`src/rtl/tilemap_sr_pkg.sv`:
```
// Shared types and defaults for the tilemap shift-register array.
// Holds the lane mode encoding and a constant clog2 helper.
package tilemap_sr_pkg;

    typedef enum logic [1:0] {
        HOLD = 2'b00,
        SHR  = 2'b01,
        SHL  = 2'b10,
        LOAD = 2'b11
    } mode_e;

    localparam int DEF_BPP   = 4;
    localparam int DEF_TILEW = 8;
    localparam int DLY_W     = 3;

    function automatic int clog2(input int n);
        int r;
        r = 0;
        for (int v = n - 1; v > 0; v = v >> 1) begin
            r++;
        end
        return r;
    endfunction

endpackage

```
`src/rtl/tilemap_sr_lane.sv`:
```
// One tilemap channel: row latch, pixel shifter, shift counter
// with sticky underrun, and a fixed-length output delay line.
module tilemap_sr_lane
    import tilemap_sr_pkg::*;
#(
    parameter int BPP   = DEF_BPP,
    parameter int TILEW = DEF_TILEW,
    parameter int DLY   = 0
) (
    input  logic                   clk,
    input  logic                   rst,
    input  logic                   cen_n,
    input  logic [TILEW*BPP-1:0]   gfx,
    input  logic                   latch,
    input  mode_e                  mode,
    input  logic                   flip,
    input  logic                   urun_clr,
    output logic [BPP-1:0]         pixel,
    output logic                   urun
);

    localparam int CW = clog2(TILEW + 1);
    localparam logic [CW-1:0] CNT_FULL = CW'(TILEW);

    logic [TILEW*BPP-1:0]        line_q, line_d;
    logic [TILEW-1:0][BPP-1:0]   px_q, px_d;
    logic [BPP-1:0]              s0_q, s0_d;
    logic [CW-1:0]               cnt_q, cnt_d;
    logic                        urun_q, urun_d;

    always_comb begin
        line_d = line_q;
        px_d   = px_q;
        s0_d   = s0_q;
        cnt_d  = cnt_q;
        urun_d = urun_q;
        if (latch) line_d = gfx;
        if (urun_clr) urun_d = 1'b0;
        unique case (mode)
            HOLD: ;
            LOAD: begin
                // pixel 0 sits in the MSBs of the latched row
                for (int i = 0; i < TILEW; i++) begin
                    px_d[i] = line_q[(TILEW-1-i)*BPP +: BPP];
                end
                cnt_d = '0;
            end
            SHL, SHR: begin
                if ((mode == SHL) == flip) begin
                    s0_d = '0;
                end else if (cnt_q == CNT_FULL) begin
                    s0_d   = '0;
                    urun_d = 1'b1;
                end else begin
                    cnt_d = cnt_q + 1'b1;
                    if (mode == SHL) begin
                        s0_d = px_q[0];
                        for (int i = 0; i < TILEW - 1; i++) begin
                            px_d[i] = px_q[i+1];
                        end
                        px_d[TILEW-1] = '0;
                    end else begin
                        s0_d = px_q[TILEW-1];
                        for (int i = 1; i < TILEW; i++) begin
                            px_d[i] = px_q[i-1];
                        end
                        px_d[0] = '0;
                    end
                end
            end
            default: ;
        endcase
    end

    always_ff @(posedge clk) begin
        if (rst) begin
            line_q <= '0;
            px_q   <= '0;
            s0_q   <= '0;
            cnt_q  <= CNT_FULL;
            urun_q <= 1'b0;
        end else if (!cen_n) begin
            line_q <= line_d;
            px_q   <= px_d;
            s0_q   <= s0_d;
            cnt_q  <= cnt_d;
            urun_q <= urun_d;
        end
    end

    assign urun = urun_q;

    generate
        if (DLY == 0) begin : g_nodly
            assign pixel = s0_q;
        end else begin : g_dly
            logic [BPP-1:0] dly_q [DLY];
            logic [BPP-1:0] dly_d [DLY];

            always_comb begin
                dly_d[0] = s0_q;
                for (int k = 1; k < DLY; k++) begin
                    dly_d[k] = dly_q[k-1];
                end
            end

            always_ff @(posedge clk) begin
                if (rst) begin
                    for (int k = 0; k < DLY; k++) begin
                        dly_q[k] <= '0;
                    end
                end else if (!cen_n) begin
                    dly_q <= dly_d;
                end
            end

            assign pixel = dly_q[DLY-1];
        end
    endgenerate

endmodule

```
`src/rtl/tilemap_sr_array.sv`:
```
// NCH independent tilemap shifter lanes with per-lane output delay.
// Define TILEMAP_SR_PRIORITY_EN to add the lowest-index opaque mixer.
module tilemap_sr_array
    import tilemap_sr_pkg::*;
#(
    parameter int NCH   = 2,
    parameter int BPP   = DEF_BPP,
    parameter int TILEW = DEF_TILEW,
    parameter logic [NCH*DLY_W-1:0] OUT_DLY = {3'd0, 3'd3}
) (
    input  logic                    i_EMU_MCLK,
    input  logic                    i_EMU_RST,
    input  logic                    i_EMU_CLK6MPCEN_n,
    input  logic [TILEW*BPP-1:0]    i_GFXDATA,
    input  logic [NCH-1:0]          i_LATCH,
    input  logic [2*NCH-1:0]        i_MODE,
    input  logic [NCH-1:0]          i_FLIP,
    input  logic [NCH-1:0]          i_UNDERRUN_CLR,
    output logic [BPP*NCH-1:0]      o_PIXEL,
    output logic [NCH-1:0]          o_TRN_n,
`ifdef TILEMAP_SR_PRIORITY_EN
    output logic [BPP-1:0]          o_MIX_PIXEL,
    output logic [((NCH > 1) ? clog2(NCH) : 1)-1:0] o_MIX_CH,
    output logic                    o_MIX_TRN_n,
`endif
    output logic [NCH-1:0]          o_UNDERRUN
);

    // delay field 0 is the leftmost field of OUT_DLY
    for (genvar c = 0; c < NCH; c++) begin : g_lane
        tilemap_sr_lane #(
            .BPP   (BPP),
            .TILEW (TILEW),
            .DLY   (int'(OUT_DLY[(NCH-1-c)*DLY_W +: DLY_W]))
        ) u_lane (
            .clk      (i_EMU_MCLK),
            .rst      (i_EMU_RST),
            .cen_n    (i_EMU_CLK6MPCEN_n),
            .gfx      (i_GFXDATA),
            .latch    (i_LATCH[c]),
            .mode     (mode_e'(i_MODE[2*c +: 2])),
            .flip     (i_FLIP[c]),
            .urun_clr (i_UNDERRUN_CLR[c]),
            .pixel    (o_PIXEL[c*BPP +: BPP]),
            .urun     (o_UNDERRUN[c])
        );

        assign o_TRN_n[c] = |o_PIXEL[c*BPP +: BPP];
    end

`ifdef TILEMAP_SR_PRIORITY_EN
    localparam int CH_W = (NCH > 1) ? clog2(NCH) : 1;

    always_comb begin
        o_MIX_PIXEL = '0;
        o_MIX_CH    = '0;
        o_MIX_TRN_n = 1'b0;
        for (int c = NCH - 1; c >= 0; c--) begin
            if (o_TRN_n[c]) begin
                o_MIX_PIXEL = o_PIXEL[c*BPP +: BPP];
                o_MIX_CH    = CH_W'(c);
                o_MIX_TRN_n = 1'b1;
            end
        end
    end
`endif

endmodule
```
`config.mk`:
```
export PLATFORM = sky130hd
export DESIGN_NAME = tilemap_sr_array
export DESIGN_NICKNAME = d
export VERILOG_FILES = /design/src/rtl/tilemap_sr_pkg.sv /design/src/rtl/tilemap_sr_lane.sv /design/src/rtl/tilemap_sr_array.sv
export SDC_FILE = /design/constraint.sdc
export NUM_CORES = 1
export LEC_CHECK = 0
export ABC_AREA = 0
export BUFFER_PORTS_ARGS = -buffer_cell sky130_fd_sc_hd__buf_2
export CAP_MARGIN = 20
export CORE_ASPECT_RATIO = 0.7
export CORE_MARGIN = 2
export CORE_UTILIZATION = 55
export CTS_BUF_LIST = sky130_fd_sc_hd__clkbuf_4 sky130_fd_sc_hd__clkbuf_8
export CTS_CLUSTER_SIZE = 12
export DETAILED_ROUTE_END_ITERATION = 8
export PLACE_DENSITY = 0.76
export SETUP_SLACK_MARGIN = 0.05
export SYNTH_ARGS = -nofsm -noshare
export SYNTH_HDL_FRONTEND = slang
export SYNTH_SLANG_ARGS = --single-unit
```
`constraint.sdc`:
```
create_clock -name i_EMU_MCLK -period 4.1 [get_ports i_EMU_MCLK]
set_input_delay 0.205 -clock i_EMU_MCLK [delete_from_list [all_inputs] [get_ports i_EMU_MCLK]]
set_output_delay 0.205 -clock i_EMU_MCLK [all_outputs]
set_load 0.05 [all_outputs]
```
# Word-level counts from Yosys, hierarchy flattened

Cells that the tools add are included.

Register bits after elaboration: 158
Input bits: 45

$add $sub $neg: 2
Eq/ne operators: 14
Mux-type cells: 28
Bitwise gates (word level): 1
Reduce and logical (&&, ||, !) cells: 12

Operator list:

| operator            | count |
|---|---|
| $mux 32             | 6 |
| $pmux 32 s2         | 2 |
| $mux 4              | 10 |
| $pmux 4 s2          | 2 |
| $add 4x1->4 const B | 2 |
| $eq 2x2->1 const B  | 4 |
| $eq 4x4->1 const B  | 2 |
| $mux 1              | 8 |
| $ne 2x2->1 const B  | 4 |
| $reduce_and 2->1    | 4 |
| $reduce_and 4->1    | 2 |
| $reduce_or 4->1     | 2 |
| $eq 2x1->1 const B  | 2 |
| $reduce_bool 2->1   | 2 |
| $reduce_or 2->1     | 2 |
| $eq 1x1->1          | 2 |
| $not 1->1           | 1 |

# Longest topological paths before layout

Depth after elaboration: 5
Gate-level depth with buffers: 8
Depth with buffers taken out: 6

# By module

A second synthesis with hierarchy kept.

Cells, all modules: 907
Area, all modules: 7578.5 µm²

Modules (own cells, without submodules):

| module                              | times used | cells an instance | area an instance (µm²) | seq. area each (µm²) |
|---|---|---|---|---|
| tilemap_sr_lane at g_lane[1].u_lane | 1          | 458               | 4067.7                 | 1701.6 |
| tilemap_sr_lane at g_lane[0].u_lane | 1          | 447               | 3495.9                 | 1461.4 |
| tilemap_sr_array                    | 1          | 2                 | 15.0                   | 0.0 |

# Worst setup path after synthesis

No wires, ideal clock.

Path kind: input-to-reg
Start: input port i_MODE[0]
End: register g_lane[0].u_lane.cnt_q[1]
Setup time: 0.128 ns
Arrival time: 1.560 ns
Data required time: 3.972 ns
Slack: 2.412 ns
Stages on the path: 8
Cell sequence: inv_1 -> ha_1 -> buf_2 -> or2_2 -> buf_2 -> nor3_4 -> mux2i_1 -> nor2_1

Cells in the longest elaborated chain, start to end: 4

Ends and longest elaborated chain:

| what                                                             | line                                         | text |
|---|---|---|
| start: declaration                                               | tilemap_sr_array.sv:16                       | `input logic [2*NCH-1:0] i_MODE,` |
| $eq 2x1->1 or $eq 2x2->1 (tied branches)                         | tilemap_sr_lane.sv:39, tilemap_sr_lane.sv:49 |  |
| $reduce_or 2->1 or $eq 1x1->1 (tied branches)                    | tilemap_sr_lane.sv:39, tilemap_sr_lane.sv:49 |  |
| $ne 2x2->1 (no source line) or $reduce_bool 2->1 (tied branches) | --                                           |  |
| $reduce_and 4->1 (no source line)                                | --                                           |  |
| end signal: assignment                                           | tilemap_sr_lane.sv:86                        | `cnt_q <= cnt_d;` |
| end: declaration                                                 | tilemap_sr_lane.sv:28                        | `logic [CW-1:0] cnt_q, cnt_d;` |

Several ways; a longest one is shown, not always the timed one.
A chain may end at the register's enable or synchronous reset.

# Worst setup path in the final report

Start: input port i_MODE[2]
End: register g_lane[1].u_lane.px_q[3] (netlist bit)

Cells in the longest elaborated chain, start to end: 5

Ends and longest elaborated chain:

| what                   | line                                                                | text |
|---|---|---|
| $eq 2x2->1             | tilemap_sr_lane.sv:39, tilemap_sr_lane.sv:49, tilemap_sr_lane.sv:56 |  |
| $mux 32                | tilemap_sr_lane.sv:56                                               | `if (mode == SHL) begin` |
| $mux 32                | tilemap_sr_lane.sv:51                                               | `end else if (cnt_q == CNT_FULL) begin` |
| $mux 32                | tilemap_sr_lane.sv:49                                               | `if ((mode == SHL) == flip) begin` |
| $pmux 32 s2            | tilemap_sr_lane.sv:39                                               | `unique case (mode)` |
| end signal: assignment | tilemap_sr_lane.sv:84                                               | `px_q <= px_d;` |
| end: declaration       | tilemap_sr_lane.sv:26                                               | `logic [TILEW-1:0][BPP-1:0] px_q, px_d;` |

Several ways; a longest one is shown, not always the timed one. The select of a mux whose other input is x is not followed.

==> results_dict.tcl <==
set metrics [dict create \
    outcome "completed" \
    cts_tree "built" \
    relSlewSlack 0.349 \
    drv_slew 0 \
    dp_hpwl_um 11700 \
    fin_crit_sh 0.548 \
    postRouteAntennaNets 0 \
    combPwrFrac 0.130 \
    synth_seq_area_share 0.439 \
    firstDrtPassIters 4 \
    post-route-drc-count 0 \
    switching_share 0.292 \
    rsz0062_at_grt "false" \
    cts.clk_slew.worst_paths_ns 0.09 \
    path_max_fanout 27 \
    max_stage_delay_ns 0.44 \
    worstHoldPathType "in2reg" \
    min-delay-start "i_GFXDATA[9]" \
    start_util 0.572 \
    gp_congestion 0.826 \
    layout_common_cells "nand2_1, dfxtp_1, a21oi_1" \
    path_common_cell "buf_4" \
    synth.avg_cell_area_um2 8.23 \
    cts_buffer_depth 2 \
    syn_to_final_growth_pct 13.2 \
    path_buf_inv 4 \
    clock-sinks 158 \
    fp.dieW_um 141 \
    synth_seq_cells 158 \
    fin_crit_ns 2.25 \
    post_drt_wl_per_cell_um 17.0 \
    synth_ff_type "dfxtp_1" \
    grt_overflow 0 \
    p_sw_w 0.000930 \
    yosysTopAreaCell "dfxtp_1" \
    hold_buffers 29 \
    max-cap-violations 0 \
    internal_power_w 0.00226 \
    die_h_um 99.8 \
    syn_inst 876 \
    dr_total_vias 6377 \
    synth_edf_count 0 \
    core_um2 12600 \
    setup-violations-final 0 \
    max_freq_mhz 445 \
    cp-start-kind "input port" \
    cp-startpoint "i_MODE[2]" \
    required_ns 4.39 \
    synth_area_um2 7210 \
    synth_area_leaders "dfxtp_1, nand2_1, a21oi_1" \
    critPathArrivalTime_ns 2.54 \
    power.density_nw_per_um2 390 \
    nets 972 \
    antenna_found_initial 0 \
    pin_count 57 \
    track_usage 0.272 \
    seqPwrFrac 0.516 \
    first_global_vias 5802 \
    drt_iter0_drc 577 \
    routed_wl_um 18600 \
    cp_cell_sequence "buf_2 > inv_1 > ha_1 > buf_4 > xor2_1 > a21oi_2 > buf_4 > nor2_1 > a311oi_1" \
    tightest_slew_ns 0.976 \
    async_flop_share 0 \
    clock_skew_ns 0.0120 \
    post_cts_buffers 0 \
    ys_types 50 \
    crit_family "buffers and inverters" \
    finalSetupTns_ns 0 \
    hold_ws_ns 0.0263 \
    antenna_cells 0 \
    grt_start_max_net_pins 91 \
    drive_gt1_frac 0.129 \
    worstSetupPathType "in2reg" \
    regToRegStartpoint "g_lane[1].u_lane.cnt_q[0]" \
    p_leak_nw 3.05 \
    io_buffer_count 56 \
    cts_buffers 17 \
    ys_warn_count 0 \
    ctsRootBufferMaster "clkbuf_8" \
    cp-end-kind "flop" \
    synth_top_area_frac 0.439 \
    insertion_delay_ns 0.45 \
    fillers 1071 \
    rows 34 \
    dieArea_um2 14000 \
    h-tree-depth 4 \
    syn-num-nets 931 \
    final_common_cell "nand2_1" \
    cts_resized 0 \
    clkPwrFrac 0.354 \
    routed_via_density 5.84 \
    peakVddDrop_mv 0.236 \
    crit_slowest_cell "buf_4" \
    hold_viol 0 \
    grt_pass1_wl_um 30300 \
]
worst min-delay path: stages:
cell	delay (ns)
buf_2	0.12
nand2_1	0.06
a21oi_1	0.05
power groups by stage:
stage | Combinational, W | Clock, W | Sequential [W]
after floorplan | 0.000295 | 0 | 0.00165
after global placement | 0.000371 | 0 | 0.00168
after detailed placement | 0.000379 | 0 | 0.00168
after CTS | 0.000402 | 0.00114 | 0.00164
after global routing | 0.000457 | 0.00122 | 0.00165
final | 0.000414 | 0.00113 | 0.00164
Yosys cell counts, types with 10 or more instances:
master,number
a21oi_1,133
o211ai_1,24
clkbuf_1,39
inv_1,11
nand2_1,218
mux2i_1,65
dfxtp_1,158
nor2_1,33
o21ai_0,29
a211oi_1,12
ha_1,10
buf_2,26
o2111ai_1,24
worst paths after layout:
kind | endpoint | slack (ns) | cells past startpoint
worst max-delay path | g_lane[1].u_lane.px_q[3] | 1.85 | 9
worst min-delay path | g_lane[1].u_lane.line_q[9] | 0.03 | 3
worst max register to register | g_lane[1].u_lane.px_q[3] | 1.88 | 6
worst min register to register | g_lane[1].u_lane.line_q[13] | 0.46 | 2
layout make-up:
type | instances | area (µm²) | area share
Inverter | 12 | 45.0 | 0.00552
Timing Repair Buffer | 101 | 731 | 0.0896
Sequential cell | 158 | 3160 | 0.388
Clock inverter | 13 | 129 | 0.0158
Clock buffer | 19 | 255 | 0.0313
Tap cell | 162 | 203 | 0.0248
Multi-Input combinational cell | 627 | 3630 | 0.445
metrics by stage:
step	std cells	worst slack, ns	util	total power (W)	area, µm²
4_1_cts	1090	1.88	0.645	0.00319	8120
3_5_place_dp	1029	1.40	0.591	0.00206	7450
2_1_floorplan	876	2.41	-	0.00195	7210
5_1_grt	1092	1.68	0.648	0.00332	8160
6_report	1092	1.85	0.648	0.00319	8160
3_3_place_gp	1027	1.54	0.589	0.00205	7420
sequential cells by signal (all words and copies together), names as in the netlist:
| register | count |
|---|---|
| g_lane.u_lane.cnt_q | 8 |
| g_lane.u_lane.g_dly.dly_d | 8 |
| g_lane.u_lane.line_q | 64 |
| g_lane.u_lane.pixel | 8 |
| g_lane.u_lane.px_q | 64 |
| g_lane.u_lane.s0_q | 4 |
| g_lane.u_lane.urun | 2 |
metal layers:
metal	GRT usage	wire (µm)	share of wire
met5	0	0	0
met4	0.0831	267	0.014
met3	0.0486	1190	0.064
met2	0.377	7730	0.42
met1	0.425	9400	0.51
cell families (layout without fill, tap and decap cells):
| kind of cell | count (synthesis) | after routing | share of synthesized area |
|---|---|---|---|
| flip-flops | 158 | 158 | 0.439 |
| adder cells (fa/ha/maj) | 10 | 10 | 0.0174 |
| buffers and inverters | 91 | 145 | 0.0582 |
| AO/OA/AOI/OAI | 241 | 241 | 0.204 |
| XOR/XNOR | 6 | 6 | 0.00834 |
| AND/OR/NAND/NOR | 300 | 300 | 0.175 |
| multiplexers | 70 | 70 | 0.0981 |
(Power assumes the default switching activity.)
